**config.mk**
```make
export PLATFORM = sky130hd
export DESIGN_NAME = apb3_master_fsm
export DESIGN_NICKNAME = d
export VERILOG_FILES = /design/src/rtl/apb3_master_fsm.sv
export SDC_FILE = /design/constraint.sdc
export NUM_CORES = 1
export LEC_CHECK = 0
export BUFFER_PORTS_ARGS = -buffer_cell sky130_fd_sc_hd__buf_4
export CORE_ASPECT_RATIO = 0.75
export CORE_MARGIN = 10
export CORE_UTILIZATION = 42
export DETAILED_ROUTE_END_ITERATION = 10
export PLACE_DENSITY = 0.76
export SETUP_SLACK_MARGIN = 0.5
export SLEW_MARGIN = 10
export SYNTH_ARGS = -nofsm -noshare
export SYNTH_HDL_FRONTEND = slang
export SYNTH_SLANG_ARGS = --single-unit
```
**constraint.sdc**
```tcl
create_clock -name Hclk -period 3.2 [get_ports Hclk]
set_input_delay 0 -clock Hclk [delete_from_list [all_inputs] [get_ports Hclk]]
set_output_delay 0 -clock Hclk [all_outputs]
set_load 0.02 [all_outputs]
```
**src/rtl/apb3_master_fsm.sv**
```systemverilog
// AHB-to-APB3 bridge controller: wait states, slave-error to AHB ERROR response,
// access timeout and an optional one-deep posted-write slot.
module apb3_master_fsm #(
    parameter int unsigned ADDR_W      = 32,
    parameter int unsigned DATA_W      = 32,
    parameter int unsigned NSLV        = 3,
    parameter int unsigned POSTED_WR   = 0,
    parameter int unsigned TIMEOUT_CYC = 16
) (
    input  logic              Hclk,
    input  logic              Hreset,
    input  logic              valid,
    input  logic              Hwrite,
    input  logic [ADDR_W-1:0] Haddr,
    input  logic [DATA_W-1:0] Hwdata,
    input  logic [NSLV-1:0]   tempselx,
    input  logic [DATA_W-1:0] Prdata,
    input  logic              Pready,
    input  logic              Pslverr,
    input  logic              err_clr,
    output logic [ADDR_W-1:0] Paddr,
    output logic [DATA_W-1:0] Pwdata,
    output logic              Pwrite,
    output logic [NSLV-1:0]   Pselx,
    output logic              Penable,
    output logic              Hreadyout,
    output logic              Hresp,
    output logic [DATA_W-1:0] Hrdata,
    output logic              Perr_sticky
);

    localparam int unsigned CNT_W = (TIMEOUT_CYC > 1) ? $clog2(TIMEOUT_CYC) : 1;

    typedef enum logic [2:0] {IDLE, WWAIT, SETUP, ACCESS, ERR1, ERR2} state_t;

    state_t            state;
    logic [NSLV-1:0]   sel_q;
    logic              gap;
    logic              pend_vld;
    logic              pend_wr;
    logic [ADDR_W-1:0] pend_addr;
    logic [NSLV-1:0]   pend_sel;
    logic [CNT_W-1:0]  cnt;

    logic tmo;
    logic done;
    logic err;
    logic posted;

    // A timeout behaves exactly like a completing transfer that reported an error.
    assign tmo    = (TIMEOUT_CYC != 0) && !Pready && (cnt == CNT_W'(TIMEOUT_CYC - 1));
    assign done   = Pready | tmo;
    assign err    = (Pready & Pslverr) | tmo;
    assign posted = (POSTED_WR != 0) && Pwrite;

    // {Hreadyout, Hresp} for the state being entered.
    function automatic logic [1:0] rsp(input state_t s);
        case (s)
            IDLE:    rsp = 2'b10;
            ERR2:    rsp = 2'b11;
            ERR1:    rsp = 2'b01;
            WWAIT:   rsp = {(POSTED_WR != 0), 1'b0};
            default: rsp = 2'b00;
        endcase
    endfunction

    always_ff @(posedge Hclk or posedge Hreset) begin
        if (Hreset) begin
            state       <= IDLE;
            sel_q       <= '0;
            gap         <= 1'b0;
            pend_vld    <= 1'b0;
            pend_wr     <= 1'b0;
            pend_addr   <= '0;
            pend_sel    <= '0;
            cnt         <= '0;
            Paddr       <= '0;
            Pwdata      <= '0;
            Pwrite      <= 1'b0;
            Pselx       <= '0;
            Penable     <= 1'b0;
            Hreadyout   <= 1'b1;
            Hresp       <= 1'b0;
            Hrdata      <= '0;
            Perr_sticky <= 1'b0;
        end else begin
            // A set later in this block overrides this clear.
            if (err_clr) Perr_sticky <= 1'b0;

            case (state)
                IDLE, ERR2: begin
                    if (valid) begin
                        Paddr  <= Haddr;
                        Pwrite <= Hwrite;
                        sel_q  <= tempselx;
                        if (tempselx == '0) begin
                            state               <= ERR1;
                            {Hreadyout, Hresp}  <= rsp(ERR1);
                        end else if (Hwrite) begin
                            state               <= WWAIT;
                            {Hreadyout, Hresp}  <= rsp(WWAIT);
                        end else begin
                            Pselx               <= tempselx;
                            state               <= SETUP;
                            {Hreadyout, Hresp}  <= rsp(SETUP);
                        end
                    end else begin
                        state              <= IDLE;
                        {Hreadyout, Hresp} <= rsp(IDLE);
                    end
                end

                WWAIT: begin
                    Pwdata             <= Hwdata;
                    Pselx              <= sel_q;
                    state              <= SETUP;
                    {Hreadyout, Hresp} <= rsp(SETUP);
                    if ((POSTED_WR != 0) && valid) begin
                        pend_vld  <= 1'b1;
                        pend_wr   <= Hwrite;
                        pend_addr <= Haddr;
                        pend_sel  <= tempselx;
                    end
                end

                SETUP: begin
                    cnt <= '0;
                    // After a pending reload the select stays low one cycle before the real SETUP.
                    if (gap) begin
                        gap   <= 1'b0;
                        Pselx <= sel_q;
                    end else begin
                        Penable            <= 1'b1;
                        state              <= ACCESS;
                        {Hreadyout, Hresp} <= rsp(ACCESS);
                    end
                end

                ACCESS: begin
                    if (!done) begin
                        cnt <= cnt + CNT_W'(1);
                    end else begin
                        Pselx   <= '0;
                        Penable <= 1'b0;
                        if (!Pwrite) Hrdata <= Prdata;
                        if (err && !posted) begin
                            state              <= ERR1;
                            {Hreadyout, Hresp} <= rsp(ERR1);
                        end else begin
                            if (err) Perr_sticky <= 1'b1;
                            if (pend_vld) begin
                                pend_vld <= 1'b0;
                                Paddr    <= pend_addr;
                                Pwrite   <= pend_wr;
                                sel_q    <= pend_sel;
                                if (pend_wr) Pwdata <= Hwdata;
                                if (pend_sel == '0) begin
                                    state              <= ERR1;
                                    {Hreadyout, Hresp} <= rsp(ERR1);
                                end else begin
                                    gap                <= 1'b1;
                                    state              <= SETUP;
                                    {Hreadyout, Hresp} <= rsp(SETUP);
                                end
                            end else begin
                                state              <= IDLE;
                                {Hreadyout, Hresp} <= rsp(IDLE);
                            end
                        end
                    end
                end

                ERR1: begin
                    state              <= ERR2;
                    {Hreadyout, Hresp} <= rsp(ERR2);
                end

                default: begin
                    state              <= IDLE;
                    {Hreadyout, Hresp} <= rsp(IDLE);
                end
            endcase
        end
    end

endmodule

```
==> results.md <==
* Status: complete, no violations
* Area leader, netlist: dfrtp_1
* Die footprint at 0.0156 sq mm
* Share of cells above drive strength 1 at 55.3%
* Hold_buf cts at 105
* Rel. slew slack at between 30% and 40%
* Pin count of the biggest net entering global routing at 46
* Int Pwr at 5.49 mW
* Drt first-iter violations at 125
* EDFF count, synth at 0
* Area contributors post-synth: dfrtp_1 61%, mux2_2 17%, mux2_4 9.7%
* Post_cts resized at 0
* # setup viols final at 0
* Worst hold path class: primary input to asynchronous set/reset pin
* Clk buf depth at 2
* Sum Neg Setup Slack at 0 ns
* DRT Pass-1 Iters at 4
* Total CTS buffers at 17
* Main synth FF type: dfrtp_1
* Non-Filler Instances at 770
* Worst endpoint required time at 3.48 ns
* Htree depth at 4
* Clock Tree Root: clkbuf_16
* WL final at 15.5 mm
* Clock Skews at 0.0138 ns
* Logic pwr share at 45.2%
* Worst-margin pin slew at 1.04 ns
* Post-CTS Setup Bufs at 0
* Average instance area after synthesis at ~15 sq um
* Leakage Power at 3.86 nW
* Net load switching power at 2.98 mW
* Synth warn at 36
* Cell count after synthesis at 299
* Hold_ws at 0.278 ns
* Type of origin of the critical path: flip-flop
* Library cells used by synthesis at 41
* Pwr Density at 1060 mW/mm^2
* Sink Count at approximately 110
* Gr usage total at 19.8%
* Register area at 0.00283 sq mm
* Clock Power Share at a little under a quarter
* Unrepaired setup endpoints after global routing: no
* Multi-input logic area at 0.00169 sq mm
* CTS tree: yes
* F_max at 0.400 GHz
* Port buffer count at 207
* Worst-path clk slew at 0.05 ns
* Synth Register Bits at 113
* Residual DRC at 0
* Worst slack at placement at 0.720 ns
* Tcrit/Tclk final at between 70% and 80%
* Vias in the first global route at 4214
* Final WS setup at 0.703 ns
* Die height at around 110 microns
* Wire length per cell at between 20 and 25 microns
* Vias per cell at 4.83
* Global route overflow at 0
* Via count at 3722
* Fin crit period at roughly 2.5 ns
* Synth-to-layout area growth at 72.9%
* Seq/Total Area, Yosys at 61.2%
* Sequential power share at 31.4%
* Maximum VDD drop at slightly above 600 uV
* Initial core utilization at 42.6%
* Slew Viols, Final at 0
* Cell Area, Synth at 0.00462 sq mm
* I/O pin count at 210
* Area share of the largest cell type after synthesis at 60.7%
* Fin. Hold Viols at 0
* DP Wirelength at around 9.8 mm
* Core Region at roughly 0.011 sq mm
* Fraction of registers with async set/reset at 100%
* Initial antenna violation count at 1
* Routed Antenna Nets at 0
* Crit-path max FO at 32
* First-pass GRT wire length at around 24 mm
* Core Rows at 33
* Dpl cells at 636
* Synthesized net count at approximately 410
* Crit Path Class: flip-flop to flip-flop
* Worst Path Arrival at 2.78 ns
* Die X-Extent at 141 microns
* Routability Congestion at just over 0.8
* Final nets at 727
* # fillers at ~640
* Worst Setup End Kind: flip-flop
* Sw Share at 35.2%
* Max cap viols at 0
* Clock Latency Late Sink at 0.41 ns
-- logic make-up after synthesis --
logic type,synth area share [%]
flip-flops,61.2
multiplexers,27.7
AND/OR/NAND/NOR,3.60
AO/OA/AOI/OAI,3.76
buffers and inverters,2.55
adder cells (fa/ha/maj),0.704
XOR/XNOR,0.379
other,0.0812
-- layer usage --
layer | GRT usage, % | vias up | routed length [microns]
met4 | 5.15 | 0 | 230
met5 | 0 | - | 0
met1 | 23.4 | 1816 | 6340
met3 | 9.20 | 16 | 1640
met2 | 31.8 | 187 | 7330
li1 | - | 1703 | -
-- final timing paths --
kind	from	endpoint	slack, ns	cells after the start
max	cnt[0]$_DFFE_PP0P_	Hrdata[31]$_DFFE_PP0P_	0.70	4
min	Hreset	Hrdata[0]$_DFFE_PP0P_	0.28	3
max reg2reg	cnt[0]$_DFFE_PP0P_	Hrdata[31]$_DFFE_PP0P_	0.70	4
min reg2reg	Pwdata[15]$_DFFE_PP0P_	Pwdata[15]$_DFFE_PP0P_	0.50	1
max in group asynchronous	Hreset	Pwdata[9]$_DFFE_PP0P_	2.20	4
min in group Hclk	Hwdata[24]	Pwdata[24]$_DFFE_PP0P_	0.37	3
-- power by group through the flow --
stage / combinational (mW) / sequential (mW) / clock, mW
CTS: 3.82 / 2.62 / 2.01
floorplan: 1.41 / 3.35 / 0
finish: 3.83 / 2.66 / 1.98
global route: 4.06 / 2.75 / 2.08
global placement: 3.60 / 2.59 / 0
detailed placement: 3.68 / 2.63 / 0
-- critical path, cell delays in order (launching register included) --
cell     delay [ns]
dfrtp_1        0.40
ha_1           0.26
a31oi_2        0.38
or3_2          0.89
mux2_2         0.43
-- flip-flops by register name (all words and copies together), names as in the netlist --
name       count
Hrdata        32
Hreadyout      1
Hresp          1
Paddr         32
Penable        1
Pselx          3
Pwdata        32
Pwrite         1
cnt            4
sel_q          3
state          3
-- layout make-up --
class	instances	area share, %
diodes	1	0.0313
clock buffers	22	6.06
clock inverters	6	1.63
inverters	6	0.329
multi-input cells	165	21.1
flip-flops and latches	113	35.4
well taps	140	2.19
repair buffers	317	33.2
-- layout by cell type (no fill, tap or decap), types with 2 or more instances in the layout --
cell	instances
buf_4	211
dfrtp_1	112
dlygate4sd3_1	105
mux2_2	71
mux2_4	30
clkbuf_16	17
o21ai_0	11
nor2_1	7
inv_1	5
nand2_1	5
a21oi_1	4
clkbuf_8	4
bufinv_16	4
nand2b_1	3
a22oi_1	3
mux2i_1	3
maj3_1	2
o21a_1	2
nor4_1	2
clkinv_2	2
-- through the flow --
step / utilization, % / area, sq um / power (mW)
floorplan: - / 4620 / 4.76
global placement: 58.2 / 6320 / 6.19
detailed placement: 58.2 / 6320 / 6.31
CTS: 73.5 / 7990 / 8.45
global route: 73.6 / 7990 / 8.89
finish: 73.6 / 7990 / 8.47
-- cell usage after synthesis (2+ instances only) --
cell type  number
dfrtp_1       112
mux2_2         71
mux2_4         30
o21ai_0        11
buf_2          10
nor2_1          7
inv_1           6
nand2_1         5
a21oi_1         4
a22oi_1         3
buf_6           3
mux2i_1         3
nand2b_1        3
maj3_1          2
nor4_1          2
o21a_1          2
(Power assumes the default switching activity.)
